File: src/rtl/uart_rx_pkg.sv
// Shared types and constants for the UART RX control path: FSM state encoding,
// frame bit indices and the legal oversampling ratios.
package uart_rx_pkg;

  typedef enum logic [2:0] {
    ST_IDLE   = 3'd0,
    ST_START  = 3'd1,
    ST_DATA   = 3'd2,
    ST_PARITY = 3'd3,
    ST_STOP   = 3'd4,
    ST_DONE   = 3'd5
  } rx_state_e;

  localparam logic [3:0] BIT_START = 4'd1;
  localparam logic [3:0] BIT_D0    = 4'd2;
  localparam logic [3:0] BIT_D7    = 4'd9;
  localparam logic [3:0] BIT_PAR   = 4'd10;

  localparam int unsigned PRESCALE_8  = 8;
  localparam int unsigned PRESCALE_16 = 16;
  localparam int unsigned PRESCALE_32 = 32;

  function automatic logic prescale_legal(input int unsigned p);
    return (p == PRESCALE_8) || (p == PRESCALE_16) || (p == PRESCALE_32);
  endfunction

endpackage

File: src/rtl/uart_rx_edge_bit_cnt.sv
// Oversampling edge counter and frame bit counter for the UART RX sequencer.
// Priority: clear > load_one > enable.
module uart_rx_edge_bit_cnt
  import uart_rx_pkg::*;
#(
  parameter int unsigned PRESCALE_W = 6
) (
  input  logic                  i_clk,
  input  logic                  i_rst,
  input  logic                  i_enable,
  input  logic                  i_clear,
  input  logic                  i_load_one,
  input  logic [PRESCALE_W-1:0] i_prescale,
  output logic [PRESCALE_W-1:0] o_edge_cnt,
  output logic [3:0]            o_bit_cnt,
  output logic                  o_last_edge
);

  logic [PRESCALE_W-1:0] r_edge;
  logic [3:0]            r_bit;

  assign o_last_edge = (r_edge == i_prescale - PRESCALE_W'(1));
  assign o_edge_cnt  = r_edge;
  assign o_bit_cnt   = r_bit;

  always_ff @(posedge i_clk) begin
    if (i_rst || i_clear) begin
      r_edge <= '0;
      r_bit  <= '0;
    end else if (i_load_one) begin
      r_edge <= '0;
      r_bit  <= BIT_START;
    end else if (i_enable) begin
      if (o_last_edge) begin
        r_edge <= '0;
        r_bit  <= r_bit + 4'd1;
      end else begin
        r_edge <= r_edge + PRESCALE_W'(1);
      end
    end
  end

endmodule

File: src/rtl/uart_rx_ctrl.sv
// UART RX sequencer: start detection, bit timing, parity/stop checking, data_valid.
// Optional UART_RX_ERR_CNT_EN adds a saturating err_cnt output.
module uart_rx_ctrl
  import uart_rx_pkg::*;
#(
  parameter int unsigned DATA_WIDTH = 8,
  parameter int unsigned PRESCALE_W = 6
) (
  input  logic                  CLK,
  input  logic                  RST,
  input  logic                  RX_IN,
  input  logic                  PAR_EN,
  input  logic                  PAR_TYP,
  input  logic [PRESCALE_W-1:0] Prescale,
  input  logic                  sampled_bit,
  output logic [PRESCALE_W-1:0] edge_cnt,
  output logic [3:0]            bit_cnt,
  output logic                  dat_samp_en,
  output logic                  deser_en,
  output logic                  data_valid,
  output logic                  par_err,
  output logic                  stp_err,
  output logic                  strt_glitch
`ifdef UART_RX_ERR_CNT_EN
  ,
  output logic [7:0]            err_cnt
`endif
);

  localparam logic [3:0] LAST_DATA_BIT = 4'(BIT_D7 + DATA_WIDTH - 8);

  rx_state_e             r_state, w_next;
  logic [PRESCALE_W-1:0] r_prescale;
  logic                  r_par_acc, r_par_err, r_stp_err;
  logic                  w_last_edge, w_frame_start, w_cnt_en, w_cnt_clr, w_glitch;

  uart_rx_edge_bit_cnt #(.PRESCALE_W(PRESCALE_W)) u_cnt (
    .i_clk      (CLK),
    .i_rst      (RST),
    .i_enable   (w_cnt_en),
    .i_clear    (w_cnt_clr),
    .i_load_one (w_frame_start),
    .i_prescale (r_prescale),
    .o_edge_cnt (edge_cnt),
    .o_bit_cnt  (bit_cnt),
    .o_last_edge(w_last_edge)
  );

  always_ff @(posedge CLK) begin
    if (RST) r_state <= ST_IDLE;
    else     r_state <= w_next;
  end

  always_comb begin
    w_next        = r_state;
    w_frame_start = 1'b0;
    w_cnt_en      = 1'b0;
    w_cnt_clr     = 1'b0;
    w_glitch      = 1'b0;
    dat_samp_en   = 1'b0;
    deser_en      = 1'b0;
    data_valid    = 1'b0;
    case (r_state)
      ST_IDLE: begin
        if (!RX_IN) begin
          w_next        = ST_START;
          w_frame_start = 1'b1;
        end
      end
      ST_START: begin
        dat_samp_en = 1'b1;
        w_cnt_en    = 1'b1;
        if (w_last_edge) begin
          if (sampled_bit) begin
            w_glitch  = 1'b1;
            w_cnt_clr = 1'b1;
            w_next    = ST_IDLE;
          end else begin
            w_next = ST_DATA;
          end
        end
      end
      ST_DATA: begin
        dat_samp_en = 1'b1;
        w_cnt_en    = 1'b1;
        if (w_last_edge) begin
          deser_en = 1'b1;
          if (bit_cnt == LAST_DATA_BIT) w_next = PAR_EN ? ST_PARITY : ST_STOP;
        end
      end
      ST_PARITY: begin
        dat_samp_en = 1'b1;
        w_cnt_en    = 1'b1;
        if (w_last_edge) w_next = ST_STOP;
      end
      ST_STOP: begin
        dat_samp_en = 1'b1;
        w_cnt_en    = 1'b1;
        if (w_last_edge) w_next = ST_DONE;
      end
      ST_DONE: begin
        data_valid = ~(r_par_err | r_stp_err);
        if (!RX_IN) begin
          w_next        = ST_START;
          w_frame_start = 1'b1;
        end else begin
          w_next    = ST_IDLE;
          w_cnt_clr = 1'b1;
        end
      end
      default: w_next = ST_IDLE;
    endcase
  end

  // Prescale is latched on every frame start, including back-to-back DONE -> START.
  always_ff @(posedge CLK) begin
    if (RST) begin
      r_prescale <= PRESCALE_W'(PRESCALE_8);
      r_par_acc  <= 1'b0;
      r_par_err  <= 1'b0;
      r_stp_err  <= 1'b0;
    end else if (w_frame_start) begin
      r_prescale <= prescale_legal(32'(Prescale)) ? Prescale : PRESCALE_W'(PRESCALE_8);
      r_par_acc  <= 1'b0;
      r_par_err  <= 1'b0;
      r_stp_err  <= 1'b0;
    end else if (w_last_edge) begin
      case (r_state)
        ST_DATA:   r_par_acc <= r_par_acc ^ sampled_bit;
        ST_PARITY: r_par_err <= sampled_bit ^ r_par_acc ^ PAR_TYP;
        ST_STOP:   r_stp_err <= ~sampled_bit;
        default:   ;
      endcase
    end
  end

  assign par_err     = r_par_err;
  assign stp_err     = r_stp_err;
  assign strt_glitch = w_glitch;

`ifdef UART_RX_ERR_CNT_EN
  logic [7:0] r_err_cnt;

  always_ff @(posedge CLK) begin
    if (RST) begin
      r_err_cnt <= '0;
    end else if ((w_glitch || (r_state == ST_DONE && (r_par_err || r_stp_err)))
                 && (r_err_cnt != '1)) begin
      r_err_cnt <= r_err_cnt + 8'd1;
    end
  end

  assign err_cnt = r_err_cnt;
`endif

endmodule

File: config.mk
export PLATFORM = sky130hd
export DESIGN_NAME = uart_rx_ctrl
export DESIGN_NICKNAME = d
export VERILOG_FILES = /design/src/rtl/uart_rx_pkg.sv /design/src/rtl/uart_rx_edge_bit_cnt.sv /design/src/rtl/uart_rx_ctrl.sv
export SDC_FILE = /design/constraint.sdc
export NUM_CORES = 1
export LEC_CHECK = 0
export CAP_MARGIN = 25
export CORE_MARGIN = 3
export CORE_UTILIZATION = 50
export CTS_BUF_LIST = sky130_fd_sc_hd__clkbuf_8
export DETAILED_ROUTE_END_ITERATION = 10
export PLACE_DENSITY_LB_ADDON = 0.08
export SLEW_MARGIN = 30
export SYNTH_ARGS = -nofsm -noshare
export SYNTH_HDL_FRONTEND = slang
export SYNTH_HIERARCHICAL = 1
export SYNTH_SLANG_ARGS = --single-unit
export TNS_END_PERCENT = 10
File: constraint.sdc
create_clock -name CLK -period 2.8 [get_ports CLK]
set_input_delay 0.42 -clock CLK [delete_from_list [all_inputs] [get_ports CLK]]
set_output_delay 0.42 -clock CLK [all_outputs]
set_load 0.03 [all_outputs]
### Yosys cells after proc, flatten, opt, wreduce, memory -nomap -nowiden

Index checks and enable logic that the tools add are counted.

* eq/ne operators: 16
* bitwise operators: 5
* reduce and logical (&&, ||, !) cells: 16
* muxes and demuxes: 26
* add/sub/neg operators: 3

Operators with widths (number)
* two-way mux 3 bit: 7
* one-hot mux 3 bit (6 select lines): 1
* two-way mux 1 bit: 14
* two-way mux 6 bit: 2
* AND reduction 2 bit: 5
* inequality test 2 x 1 -> 1 bit (second input constant): 4
* adder 6 x 1 -> 6 bit (second input constant): 1
* equality test 3 x 2 -> 1 bit (second input constant): 2
* equality test 3 bit (second input constant): 2
* equality test 6 x 4 -> 1 bit (second input constant): 1
* equality test 6 x 5 -> 1 bit (second input constant): 1
* equality test 6 bit: 1
* equality test 6 bit (second input constant): 1
* AND reduction 6 bit: 1
* OR reduction 2 bit: 3
* subtractor 6 x 1 -> 6 bit (second input constant): 1
* adder 4 x 1 -> 4 bit (second input constant): 1
* equality test 4 bit (second input constant): 1
* inequality test 2 bit (second input constant): 2
* nonzero test 2 bit: 2
* OR reduction 4 bit: 1
* equality test 3 x 1 -> 1 bit (second input constant): 1
* logical NOT 3 bit: 1
* logical OR 1 bit: 3
* 5 further kinds: 7

* input bits: 12
* word-level logic and storage cells: 74
* bits in registers: 22

### Depth between registers and ports, before layout

Gate-level depths: netlist of the first run.

* depth in word-level cells: 6
* gate-level depth with buffers: 13

### Cells and area by module

Netlist of the first run, hierarchy kept.

Modules (own cells, without submodules)
* uart_rx_edge_bit_cnt: seq. area each 200.2 um^2, instances 1, cells an instance 88, area an instance 724.4 um^2
* uart_rx_ctrl: seq. area each 240.2 um^2, instances 1, cells an instance 79, area an instance 676.9 um^2

### Least setup slack after synthesis of the first run

OpenSTA, ideal clock, no wires.

* path kind: register to register
* from: register r_prescale[0]
* to: register u_cnt.r_edge[5] (netlist: u_cnt/o_edge_cnt[5])
* arrival time: 2.695 ns
* required time: 2.665 ns
* path slack: -0.029 ns
* path buffers: 2
* setup time: 0.135 ns
* stages on the path, launching flop included: 14
* period minus slack after synthesis: 2.829 ns
* cells stage by stage: dfxtp_1 > inv_1 > ha_1 > nand2b_1 > o211a_1 > o31a_1 > clkbuf_1 > nor2_1 > nand4b_1 > nor2_1 > a31o_1 > or3_1 > buf_1 > a211oi_1

* word-level cells in the longest chain between the ends: 6
* elaborated cells between the ends (all ways): 7
* those cells by class: add/sub (1); eq/ne (1); mux (3); reduce/logical (2)

RTL lines
* start: declaration: line uart_rx_ctrl.sv:33 `logic [PRESCALE_W-1:0] r_prescale;`
* start signal: assignment: line uart_rx_ctrl.sv:118 `r_prescale <= PRESCALE_W'(PRESCALE_8);`
* start signal: assignment: line uart_rx_ctrl.sv:123 `r_prescale <= prescale_legal(32'(Prescale)) ? Prescale : PRESCALE_W'(PRESCALE_8);`
* subtractor 6 x 1 -> 6 bit: line uart_rx_edge_bit_cnt.sv:22 `assign o_last_edge = (r_edge == i_prescale - PRESCALE_W'(1));`
* equality test 6 bit: line uart_rx_edge_bit_cnt.sv:22
* net w_last_edge: line uart_rx_ctrl.sv:35 `logic w_last_edge, w_frame_start, w_cnt_en, w_cnt_clr, w_glitch;`
* two-way mux 1 bit: line uart_rx_ctrl.sv:73 `if (w_last_edge) begin`
* one-hot mux 1 bit (2 select lines): line uart_rx_ctrl.sv:63 `case (r_state)`
* net w_cnt_clr: line uart_rx_ctrl.sv:35
* logical OR 1 bit: line uart_rx_edge_bit_cnt.sv:27 `if (i_rst || i_clear) begin`
* OR reduction 2 bit (no source line)
* end signal: assignment: line uart_rx_edge_bit_cnt.sv:38 `r_edge <= r_edge + PRESCALE_W'(1);`
* end: declaration: line uart_rx_edge_bit_cnt.sv:19 `logic [PRESCALE_W-1:0] r_edge;`

The timed path passes the listed nets, and every way through them passes these cells.
A chain may end at the register's enable or synchronous reset.

### Final worst setup path of the first run

* from: register r_prescale[0]
* to: output strt_glitch

* word-level cells in the longest chain between the ends: 4

RTL lines
* subtractor 6 x 1 -> 6 bit: line uart_rx_edge_bit_cnt.sv:22
* equality test 6 bit: line uart_rx_edge_bit_cnt.sv:22
* net w_last_edge: line uart_rx_ctrl.sv:35
* two-way mux 1 bit: line uart_rx_ctrl.sv:73
* two-way mux 1 bit: line uart_rx_ctrl.sv:63
* end: declaration: line uart_rx_ctrl.sv:23 `output logic strt_glitch`

The timed path passes the listed nets, and every way through them passes these cells.

==> results.json, run 1 <==
{
  "grt_max_degree": 15,
  "ant_nets": 0,
  "clkLatencyLatePin_ns": 0.25,
  "synthDistinctLibCells": 49,
  "cts_buffers": 3,
  "skew_ns": 0.000761,
  "vias": 1306,
  "wirelength_mm": 3.21,
  "grt_use_total": 0.202,
  "grt_overflow": 0,
  "cts_tree": "yes",
  "rsz0062_at_grt": "no",
  "ir_worst_vdd_uv": 388,
  "routedWlPerCell_um": 14.3,
  "slowest_delay_ns": 0.41,
  "period_needed_ns": 2.61,
  "first_global_vias": 1204,
  "arrival_ns": 2.19,
  "timing.final.ws_setup_ns": 0.186,
  "core_region_area_um2": 2570,
  "maxSlewHeadroom": 0.700,
  "final_core_util": 0.685,
  "dp.cells": 221,
  "die_w_um": 58.9,
  "ys_ff_latch": 22,
  "dp.final_hpwl_mm": 2.45,
  "nFillCells": 230,
  "critPathCaptureType": "primary output",
  "instances_no_fill": 225,
  "num_io_pins": 28,
  "power_leakage_nw": 0.659,
  "syn_inst": 167,
  "pre_cts_slack_ns": 0.105,
  "worstSetupPathType": "flop to primary output",
  "async_flop_share": 0,
  "path_clk_slew_ns": 0.08,
  "drt_iter0_markers": 68,
  "syn_area_per_cell_um2": 8.39,
  "cts_htree_levels": 1,
  "min_period_over_period": 0.934,
  "critPathMaxFanout": 5,
  "final_cell_mix": "clkdlybuf4s50_1, dfxtp_1, nor2_1, a21oi_1, nand2b_1",
  "antenna_found_initial": 0,
  "yosys_warnings": 6,
  "synthFlopType": "dfxtp_1",
  "start_kind": "flop",
  "areaGrowthSynthToFinish_pct": 25.4,
  "path_cells": "inv_1 -> ha_1 -> nand2b_1 -> o211a_1 -> o31a_1 -> nor2_2 -> nand4b_1 -> nor2_2 -> buf_4",
  "grt_pass1_wl_mm": 5.48,
  "slowest_stage": "dfxtp_1",
  "syn-num-nets": 182,
  "avgViaCountPerCell": 5.80,
  "final_common_cell": "clkdlybuf4s50_1",
  "setup_violations": 0,
  "cp_top_family": "simple AND/OR/NAND/NOR gates",
  "ys_seq_area_frac": 0.314,
  "fin_tns_setup_ns": 0,
  "status": "complete, no violations",
  "cp_data_required_time_ns": 2.38,
  "place_area_um2": 1710,
  "critPathBufInv": 2,
  "fin_nets": 212,
  "drc": 0,
  "worst_path_most_repeated_cell": "nor2_2",
  "design_area_um2": 1760,
  "cts.path.max_buffers": 2,
  "powerDensity_nw_per_um2": 520,
  "slew_violations": 0,
  "synth_edf_count": 0,
  "final-seq-area_um2": 440,
  "fmax_ghz": 0.383,
  "syn_area_um2": 1400,
  "diodes": 0,
  "first_pass_iters": 4,
  "numPortBuffers": 27,
  "cts_root_buffer": "clkbuf_8",
  "tightestPinTransition_ns": 0.449,
  "hold_viol_final": 0,
  "dieArea_um2": 3470,
  "die_h_um": 58.9,
  "cap_violations": 0,
  "rows": 18,
  "start_util": 0.546,
  "gp_congestion": 0.767,
  "clkSinkCount": 22,
  "min_path_type": "flop to flop",
  "multi_input_area_um2": 906,
  "drive_above_1_share": 0.0974
}
[registers in the layout, indices dropped and copies added, names as in the netlist]
register          cells
r_state               3
r_par_acc             1
u_cnt/o_bit_cnt       4
u_cnt/o_edge_cnt      6
stp_err               1
par_err               1
r_prescale            6
[cells in the mapped netlist, types with 2 or more instances]
| cell | n | share of area |
|---|---|---|
| nand3_1 | 5 | 0.018 |
| nand4_1 | 2 | 0.0089 |
| a211oi_1 | 2 | 0.011 |
| nand2b_1 | 9 | 0.040 |
| xnor2_1 | 5 | 0.031 |
| dfxtp_1 | 22 | 0.31 |
| o31ai_1 | 4 | 0.021 |
| inv_1 | 8 | 0.021 |
| clkbuf_1 | 3 | 0.0080 |
| buf_2 | 3 | 0.011 |
| nand4b_1 | 2 | 0.013 |
| nor2b_1 | 3 | 0.013 |
| or3_1 | 2 | 0.0089 |
| nor2_1 | 17 | 0.046 |
| and3_1 | 2 | 0.0089 |
| o211ai_1 | 3 | 0.016 |
| a21oi_1 | 15 | 0.054 |
| nand2_1 | 5 | 0.013 |
| or4_1 | 2 | 0.011 |
| xor2_1 | 6 | 0.037 |
| o22ai_1 | 3 | 0.013 |
| and2_1 | 5 | 0.022 |
| mux2i_1 | 2 | 0.014 |
| o21ai_0 | 4 | 0.014 |
| nor3_1 | 4 | 0.014 |
| ha_1 | 3 | 0.027 |
| nor3b_1 | 4 | 0.021 |
[final timing paths]
check | from | endpoint | slack, ns | cells after the start
setup reg to reg | r_prescale[0]$_SDFFE_PP0P_ | u_cnt/o_edge_cnt[5]$_SDFFE_PP0P_ | 0.27 | 11
hold / removal | u_cnt/o_bit_cnt[3]$_SDFFE_PP0P_ | u_cnt/o_bit_cnt[3]$_SDFFE_PP0P_ | 0.50 | 2
setup / recovery | r_prescale[0]$_SDFFE_PP0P_ | strt_glitch | 0.19 | 9
hold reg to reg | u_cnt/o_bit_cnt[3]$_SDFFE_PP0P_ | u_cnt/o_bit_cnt[3]$_SDFFE_PP0P_ | 0.50 | 2
[area by class of cell]
cell class,instances,area share
Tap cell,30,0.0214
Timing Repair Buffer,32,0.172
Clock buffer,3,0.0235
Inverter,8,0.0171
Multi-Input combinational cell,130,0.515
Sequential cell,22,0.251
[worst reg2reg max path, delay by kind of cell, from the launching register on]
kind,cells,cell delay (ns)
simple gates,5,0.91
compound gates,4,0.82
flops,1,0.41
fa+ha+maj,1,0.23
buf+inv,1,0.07
[layer usage]
| metal | GRT usage | part of all wire |
|---|---|---|
| met1 | 0.279 | 0.48 |
| met3 | 0.0263 | 0.037 |
| met4 | 0.0518 | 0.011 |
| met2 | 0.330 | 0.47 |
| met5 | 0 | 0 |
[logic make-up (layout without fill, tap and decap cells)]
| family | Yosys count | in the layout | synth area share |
|---|---|---|---|
| and+or+nand+nor | 70 | 70 | 0.298 |
| AOI/OAI and AO/OA | 43 | 43 | 0.223 |
| DFF | 22 | 22 | 0.314 |
| buffers and inverters | 15 | 43 | 0.0429 |
| xor gates and xnor gates | 12 | 12 | 0.0804 |
| adders and majority gates | 3 | 3 | 0.0268 |
| muxes | 2 | 2 | 0.0143 |
[timing repair]
action                     in CTS  in global routing
gates resized for setup         0                  1
hold buffers                    0                  0
buffers inserted                0                  1
setup endpoints to repair       0                 11
[through the flow]
| stage | power, mW | hold WS (ns) |
|---|---|---|
| floorplan | 0.620 | 0.471 |
| global placement | 0.713 | 0.474 |
| detailed placement | 0.726 | 0.494 |
| CTS | 0.915 | 0.509 |
| global route | 0.971 | 0.533 |
| finish | 0.914 | 0.500 |
[report_power, final]
group          internal [mW]  switching (mW)  total, mW  leakage (nW)
clock                 0.0957          0.0960      0.192        0.0216
sequential             0.333          0.0492      0.382         0.178
combinational          0.153           0.187      0.340         0.459
Power figures use the tool's default switching activity.
==> run 2, diff against run 1 <==
--- a/config.mk
+++ b/config.mk
@@ -11,6 +11,7 @@
 export CTS_BUF_LIST = sky130_fd_sc_hd__clkbuf_8
 export DETAILED_ROUTE_END_ITERATION = 10
 export PLACE_DENSITY_LB_ADDON = 0.08
+export SKIP_LAST_GASP = 1
 export SLEW_MARGIN = 30
 export SYNTH_ARGS = -nofsm -noshare
 export SYNTH_HDL_FRONTEND = slang
==> results of run 2 <==
The final DEF is identical to that of run 1; final timing and power are the same.
